<file path="src/rtl/syncgen_prog.sv">
// Programmable display timing generator: counters, syncs, DE/preDE, read-start and frame pulses.
// Optional macro SYNCGEN_PROG_POL_EN enables run-time sync polarity (HPOL/VPOL); otherwise syncs are active-low.
module syncgen_prog #(
    parameter int unsigned CNT_W    = 11,
    parameter int unsigned PRE_LEAD = 3
) (
    input  logic             DCLK,
    input  logic             DRST,
    input  logic [CNT_W-1:0] HFP,
    input  logic [CNT_W-1:0] HPW,
    input  logic [CNT_W-1:0] HBP,
    input  logic [CNT_W-1:0] HTOT,
    input  logic [CNT_W-1:0] VFP,
    input  logic [CNT_W-1:0] VPW,
    input  logic [CNT_W-1:0] VBP,
    input  logic [CNT_W-1:0] VTOT,
    input  logic             HPOL,
    input  logic             VPOL,
    output logic [CNT_W-1:0] HCNT,
    output logic [CNT_W-1:0] VCNT,
    output logic             DSP_HSYNC_X,
    output logic             DSP_VSYNC_X,
    output logic             DSP_DE,
    output logic             DSP_preDE,
    output logic             VRSTART,
    output logic             FRAME_START,
    output logic             CFG_ERR
);

    localparam int unsigned W2 = CNT_W + 2;

    typedef logic [W2-1:0] wide_t;

    typedef struct packed {
        logic [CNT_W-1:0] hfp;
        logic [CNT_W-1:0] hpw;
        logic [CNT_W-1:0] hbp;
        logic [CNT_W-1:0] htot;
        logic [CNT_W-1:0] vfp;
        logic [CNT_W-1:0] vpw;
        logic [CNT_W-1:0] vbp;
        logic [CNT_W-1:0] vtot;
    } timing_t;

    function automatic wide_t wide(input logic [CNT_W-1:0] x);
        return {2'b00, x};
    endfunction

    timing_t          tim_in;
    timing_t          shadow_q, shadow_d;
    logic             cfg_err_q, cfg_err_d;
    logic [CNT_W-1:0] hcnt_q, hcnt_d;
    logic [CNT_W-1:0] vcnt_q, vcnt_d;
    logic             hsync_q, hsync_d;
    logic             vsync_q, vsync_d;
    logic             de_q, de_d;
    logic             pre_de_q, pre_de_d;
    logic             vrstart_q, vrstart_d;
    logic             frame_start_q, frame_start_d;

    logic             hpol_rst, vpol_rst;
    logic             hpol_act, vpol_act;

    wide_t            hstart_in, vstart_in;
    logic             in_legal;
    logic             h_last, v_last, load_pt;

    wide_t            hstart, vstart;
    wide_t            hpos, vpos, pre_pos, vnext;
    logic             hs_win, vs_win, v_active;

    assign tim_in = '{hfp: HFP, hpw: HPW, hbp: HBP, htot: HTOT,
                      vfp: VFP, vpw: VPW, vbp: VBP, vtot: VTOT};

`ifdef SYNCGEN_PROG_POL_EN
    logic hpol_q, hpol_d;
    logic vpol_q, vpol_d;

    always_comb begin
        hpol_d = hpol_q;
        vpol_d = vpol_q;
        if (load_pt && in_legal) begin
            hpol_d = HPOL;
            vpol_d = VPOL;
        end
    end

    always_ff @(posedge DCLK) begin
        if (DRST) begin
            hpol_q <= HPOL;
            vpol_q <= VPOL;
        end else begin
            hpol_q <= hpol_d;
            vpol_q <= vpol_d;
        end
    end

    assign hpol_act = hpol_d;
    assign vpol_act = vpol_d;
    assign hpol_rst = HPOL;
    assign vpol_rst = VPOL;
`else
    logic unused_pol;
    assign unused_pol = HPOL ^ VPOL;
    assign hpol_act   = 1'b0;
    assign vpol_act   = 1'b0;
    assign hpol_rst   = 1'b0;
    assign vpol_rst   = 1'b0;
`endif

    // Legality of the live inputs; evaluated in extended width so porch sums cannot wrap.
    always_comb begin
        hstart_in = wide(HFP) + wide(HPW) + wide(HBP);
        vstart_in = wide(VFP) + wide(VPW) + wide(VBP);
        in_legal  = (HFP != '0) && (HPW != '0) && (HBP != '0) &&
                    (VFP != '0) && (VPW != '0) && (VBP != '0) &&
                    (hstart_in < wide(HTOT)) && (vstart_in < wide(VTOT)) &&
                    (hstart_in >= wide_t'(PRE_LEAD));
    end

    // Counters and shadow update; ">=" keeps the counters bounded even after an illegal reset load.
    always_comb begin
        h_last    = (wide(hcnt_q) + wide_t'(1)) >= wide(shadow_q.htot);
        v_last    = (wide(vcnt_q) + wide_t'(1)) >= wide(shadow_q.vtot);
        load_pt   = h_last && v_last;
        shadow_d  = shadow_q;
        cfg_err_d = cfg_err_q;
        hcnt_d    = hcnt_q + CNT_W'(1);
        vcnt_d    = vcnt_q;
        if (load_pt) begin
            cfg_err_d = ~in_legal;
            if (in_legal) begin
                shadow_d = tim_in;
            end
        end
        if (h_last) begin
            hcnt_d = '0;
            vcnt_d = v_last ? '0 : (vcnt_q + CNT_W'(1));
        end
    end

    // Outputs are decoded from the next position and next shadow so they register aligned with HCNT/VCNT.
    always_comb begin
        hstart    = wide(shadow_d.hfp) + wide(shadow_d.hpw) + wide(shadow_d.hbp);
        vstart    = wide(shadow_d.vfp) + wide(shadow_d.vpw) + wide(shadow_d.vbp);
        hpos      = wide(hcnt_d);
        vpos      = wide(vcnt_d);
        pre_pos   = hpos + wide_t'(PRE_LEAD);
        vnext     = vpos + wide_t'(1);
        hs_win    = (hpos >= wide(shadow_d.hfp)) &&
                    (hpos < (wide(shadow_d.hfp) + wide(shadow_d.hpw)));
        vs_win    = (vpos >= wide(shadow_d.vfp)) &&
                    (vpos < (wide(shadow_d.vfp) + wide(shadow_d.vpw)));
        v_active  = (vpos >= vstart) && (vpos < wide(shadow_d.vtot));
        de_d      = v_active && (hpos >= hstart) && (hpos < wide(shadow_d.htot));
        pre_de_d  = v_active && (pre_pos >= hstart) && (pre_pos < wide(shadow_d.htot));
        vrstart_d = (hcnt_d == CNT_W'(1)) && (vnext >= vstart) &&
                    (vnext < wide(shadow_d.vtot));
        frame_start_d = (hcnt_d == '0) && (vcnt_d == '0);
        hsync_d   = ~(hs_win ^ hpol_act);
        vsync_d   = ~(vs_win ^ vpol_act);
    end

    always_ff @(posedge DCLK) begin
        if (DRST) begin
            shadow_q      <= tim_in;
            cfg_err_q     <= ~in_legal;
            hcnt_q        <= '0;
            vcnt_q        <= '0;
            hsync_q       <= ~hpol_rst;
            vsync_q       <= ~vpol_rst;
            de_q          <= 1'b0;
            pre_de_q      <= 1'b0;
            vrstart_q     <= 1'b0;
            frame_start_q <= 1'b0;
        end else begin
            shadow_q      <= shadow_d;
            cfg_err_q     <= cfg_err_d;
            hcnt_q        <= hcnt_d;
            vcnt_q        <= vcnt_d;
            hsync_q       <= hsync_d;
            vsync_q       <= vsync_d;
            de_q          <= de_d;
            pre_de_q      <= pre_de_d;
            vrstart_q     <= vrstart_d;
            frame_start_q <= frame_start_d;
        end
    end

    assign HCNT        = hcnt_q;
    assign VCNT        = vcnt_q;
    assign DSP_HSYNC_X = hsync_q;
    assign DSP_VSYNC_X = vsync_q;
    assign DSP_DE      = de_q;
    assign DSP_preDE   = pre_de_q;
    assign VRSTART     = vrstart_q;
    assign FRAME_START = frame_start_q;
    assign CFG_ERR     = cfg_err_q;

endmodule

</file>
<file path="config.mk">
export PLATFORM = sky130hd
export DESIGN_NAME = syncgen_prog
export DESIGN_NICKNAME = d
export VERILOG_FILES = /design/src/rtl/syncgen_prog.sv
export SDC_FILE = /design/constraint.sdc
export NUM_CORES = 1
export LEC_CHECK = 0
export BUFFER_PORTS_ARGS = -buffer_cell sky130_fd_sc_hd__buf_4
export CAP_MARGIN = 5
export CORE_MARGIN = 4
export CORE_UTILIZATION = 40
export CTS_CLUSTER_SIZE = 28
export DETAILED_ROUTE_END_ITERATION = 7
export PLACE_DENSITY_LB_ADDON = 0.3
export SLEW_MARGIN = 30
export SYNTH_ARGS = -nofsm -noshare
export SYNTH_HDL_FRONTEND = slang
export SYNTH_SLANG_ARGS = --single-unit
</file>
<file path="constraint.sdc">
create_clock -name DCLK -period 24.8 [get_ports DCLK]
set_clock_uncertainty 0.1 [all_clocks]
set_input_delay 1.24 -clock DCLK [delete_from_list [all_inputs] [get_ports DCLK]]
set_output_delay 1.24 -clock DCLK [all_outputs]
set_load 0.02 [all_outputs]
</file>
==> impl_metrics.yaml <==
synth:
  seq_area_frac_synth_pct: 17.4
  synthAdderAreaFrac_pct: 26.1
  synth-simple-area-share_pct: 14.9
  synth_cell_type_count: 86
  synth_edf_count: 1
  syn-num-nets: 1912
  synth_seq_cells: 117
  synth_area_leaders: "ha_1, dfxtp_1, mux2_2"
  syn_inst: 1560
  yosys_most_used_dff: "dfxtp_1"
  synth_warnings: 0
  synth_top_area_cell: "ha_1"
  synth_compound_area_share_pct: 17.6
  yosysTopAreaCellShare_pct: 21.7
  syn_area_per_cell_sq_um: 8.66
  synth-xor-area-share_pct: 6.03
  synthMuxAreaShare_pct: 12.5
  syn_area_sq_mm: 0.0135
  async_flop_share_pct: 0
  synth_top_family_by_area: "adder cells"
flow_run:
  cap_violations: 0
timing:
  setup_viol: 0
  hold_ws_ns: 0.472
  drv_slew: 0
  worst_pin_slew_ns: 1.04
  setup_tns_ns: 0
  finalCritPeriodShare_pct: 42.0
  rsz0062_at_grt: "no"
  fin_crit_ns: 10.41
  max_freq_mhz: 96.0
  hold_viol_final: 0
  relSlewSlack_pct: 29.7
cells_and_area:
  final_nets: 2010
  drive_gt1_share_pct: 18.0
  postLayoutCoreUtil_pct: 46.1
  fillCellCount: 3261
  final_common_cell: "ha_1"
  syn2layout_area_growth_pct: 14.1
  antenna_cells: 0
  final_cell_mix: "ha_1, inv_1, mux2_2"
grt:
  grtUsageTotal_pct: 21.4
  grt.overflow.total: 0
  antenna_found_initial: 0
  grt_max_degree: 78
  grt_pass1_wl_mm: 62.5
  grt_pass1_vias: 11640
worst_setup_path:
  critical_path_class: "in -> reg"
  crit_family: "adder cells"
  cp-start-kind: "primary input"
  cp.buffers_inverters: 4
  end_kind: "flip-flop"
  crit-reg2reg-launch: "HCNT[0]"
  r2r_setup_slack_ns: 15.36
  crit_top_cell: "ha_1"
  slowest_delay_ns: 0.80
  crit_path_top_delay_cell: "buf_4"
  crit_arrival_ns: 10.66
  worst-path-max-fanout: 77
  critPathRequiredTime_ns: 25.05
  critical_path.startpoint: "VFP[1]"
outcome:
  outcome: "finished, final reports clean"
detailed_routing:
  first_pass_iters: 6
  drt_wl_total_mm: 39.3
  drc: 0
  ant_nets: 0
  via_count: 11906
  dr.first_iter.drc_count: 677
  routedWlPerCell_um: 18.6
  viasPerCell: 5.62
clocking:
  postCtsHoldBufs: 0
  h-tree-depth: 4
  cts_buffers: 17
  insertion_delay_ns: 0.44
  clk_path_buf_depth: 2
  cts.clk_slew.worst_paths_ns: 0.06
  cts_root_buffer: "clkbuf_16"
  cts_resized: 0
  cts_setup_buffers: 0
  cts_tree: "done"
  clock_sinks: 117
hold_path:
  min_from: "shadow_q[24]"
  hp-class: "reg -> reg"
floorplan:
  start_util_pct: 40.4
  core-area_sq_mm: 0.0334
  fp.dieArea_sq_mm: 0.0368
  std_cell_rows: 67
  num_io_pins: 121
  die_w_um: 192
  die_y_um: 192
pwr:
  powerDensity_mw_per_mm2: 64.4
  p_leak_nw: 7.46
  ir_drop_uv: 50.9
placement:
  gp_congestion: 0.899
  place_hpwl_mm: 32.3
  port_buffers: 118
==> cell type report <==
class,instances,area (sq um),area share (%)
clock buffers,20,447,2.90
clock inverters,12,178,1.15
inverters,139,522,3.39
multi-input cells,1260,10400,67.7
flip-flops and latches,117,2350,15.3
well taps,448,561,3.64
repair buffers,123,923,5.99
==> registers in the layout, indices dropped and copies added, names as in the netlist <==
name / count
DSP_VSYNC_X: 1
HCNT: 11
FRAME_START: 1
shadow_q: 88
VCNT: 11
DSP_DE: 1
DSP_preDE: 1
CFG_ERR: 1
VRSTART: 1
DSP_HSYNC_X: 1
==> synthesized netlist by cell type, types with 4 or more instances <==
| master | n |
|---|---|
| dfxtp_1 | 116 |
| nor2b_1 | 22 |
| and3_1 | 9 |
| or2_2 | 5 |
| nand2b_1 | 21 |
| nand4_1 | 27 |
| mux2_2 | 124 |
| nand3_1 | 44 |
| a21o_1 | 42 |
| fa_1 | 26 |
| nor4_1 | 23 |
| nor2_1 | 108 |
| o31ai_1 | 4 |
| and4_1 | 4 |
| o21ai_1 | 4 |
| buf_2 | 16 |
| maj3_1 | 8 |
| o21bai_1 | 12 |
| nor3_1 | 21 |
| o21a_1 | 16 |
| inv_1 | 138 |
| xnor2_1 | 65 |
| o21ai_0 | 57 |
| ha_1 | 234 |
| clkbuf_1 | 22 |
| a31oi_1 | 9 |
| a211oi_1 | 20 |
| nand2_1 | 73 |
| o2111ai_1 | 4 |
| o31a_1 | 5 |
| a2111oi_0 | 6 |
| and2_1 | 4 |
| a21boi_0 | 5 |
| a22oi_1 | 10 |
| o22ai_1 | 5 |
| mux2i_1 | 28 |
| a21oi_1 | 108 |
| o211ai_1 | 11 |
| nor3b_1 | 5 |
| xor2_1 | 28 |
| buf_1 | 4 |
| a311oi_1 | 4 |
==> metal layers <==
layer  track usage (%)  vias up  wire length (um)
met5                 0        -                 0
met4              8.40        0              1370
met3              3.29       72              1790
met2              33.2      328             17000
met1              29.9     5604             19100
li1                  -     5902                 -
==> where the power goes <==
part	total (mW)	internal [mW]	switching [mW]
logic	0.507	0.223	0.284
clock network	0.275	0.171	0.104
registers	0.212	0.205	0.00712
total	0.993	0.598	0.395
==> cells by family (layout without fill, tap and decap cells) <==
logic type	Yosys count	after routing
AND/OR/NAND/NOR	390	390
AO/OA/AOI/OAI	356	356
adder cells (fa/ha/maj)	268	268
buffers and inverters	183	294
multiplexers	153	153
flip-flops	117	117
XOR/XNOR	93	93
==> per-stage QoR <==
stage / setup slack, ns / power, mW / std cells / area, sq um
3_5_place_dp: 14.05 / 0.717 / 2087 / 14800
2_1_floorplan: 15.30 / 0.597 / 1560 / 13500
6_report: 14.39 / 0.993 / 2119 / 15400
5_1_grt: 13.67 / 1.08 / 2119 / 15400
4_1_cts: 14.48 / 0.997 / 2119 / 15400
3_3_place_gp: 14.07 / 0.703 / 2087 / 14800
==> path summary, 6_finish.rpt <==
check,to,depth (start not counted)
worst max register to register,DSP_DE,36
worst min register to register,shadow_q[24],1
worst min-delay path,shadow_q[24],1
worst max-delay path,DSP_DE,43
==> worst reg2reg max path: cells and delay by family (launching register included) <==
kind            cells  cell delay (ns)
xor+xnor            2             0.54
mux                 2             0.83
fa+ha+maj           5             1.49
simple gates       11             1.82
compound gates     12             2.39
buf+inv             4             1.61
flops               1             0.56
Note: power is estimated with default switching activity, not from simulation.
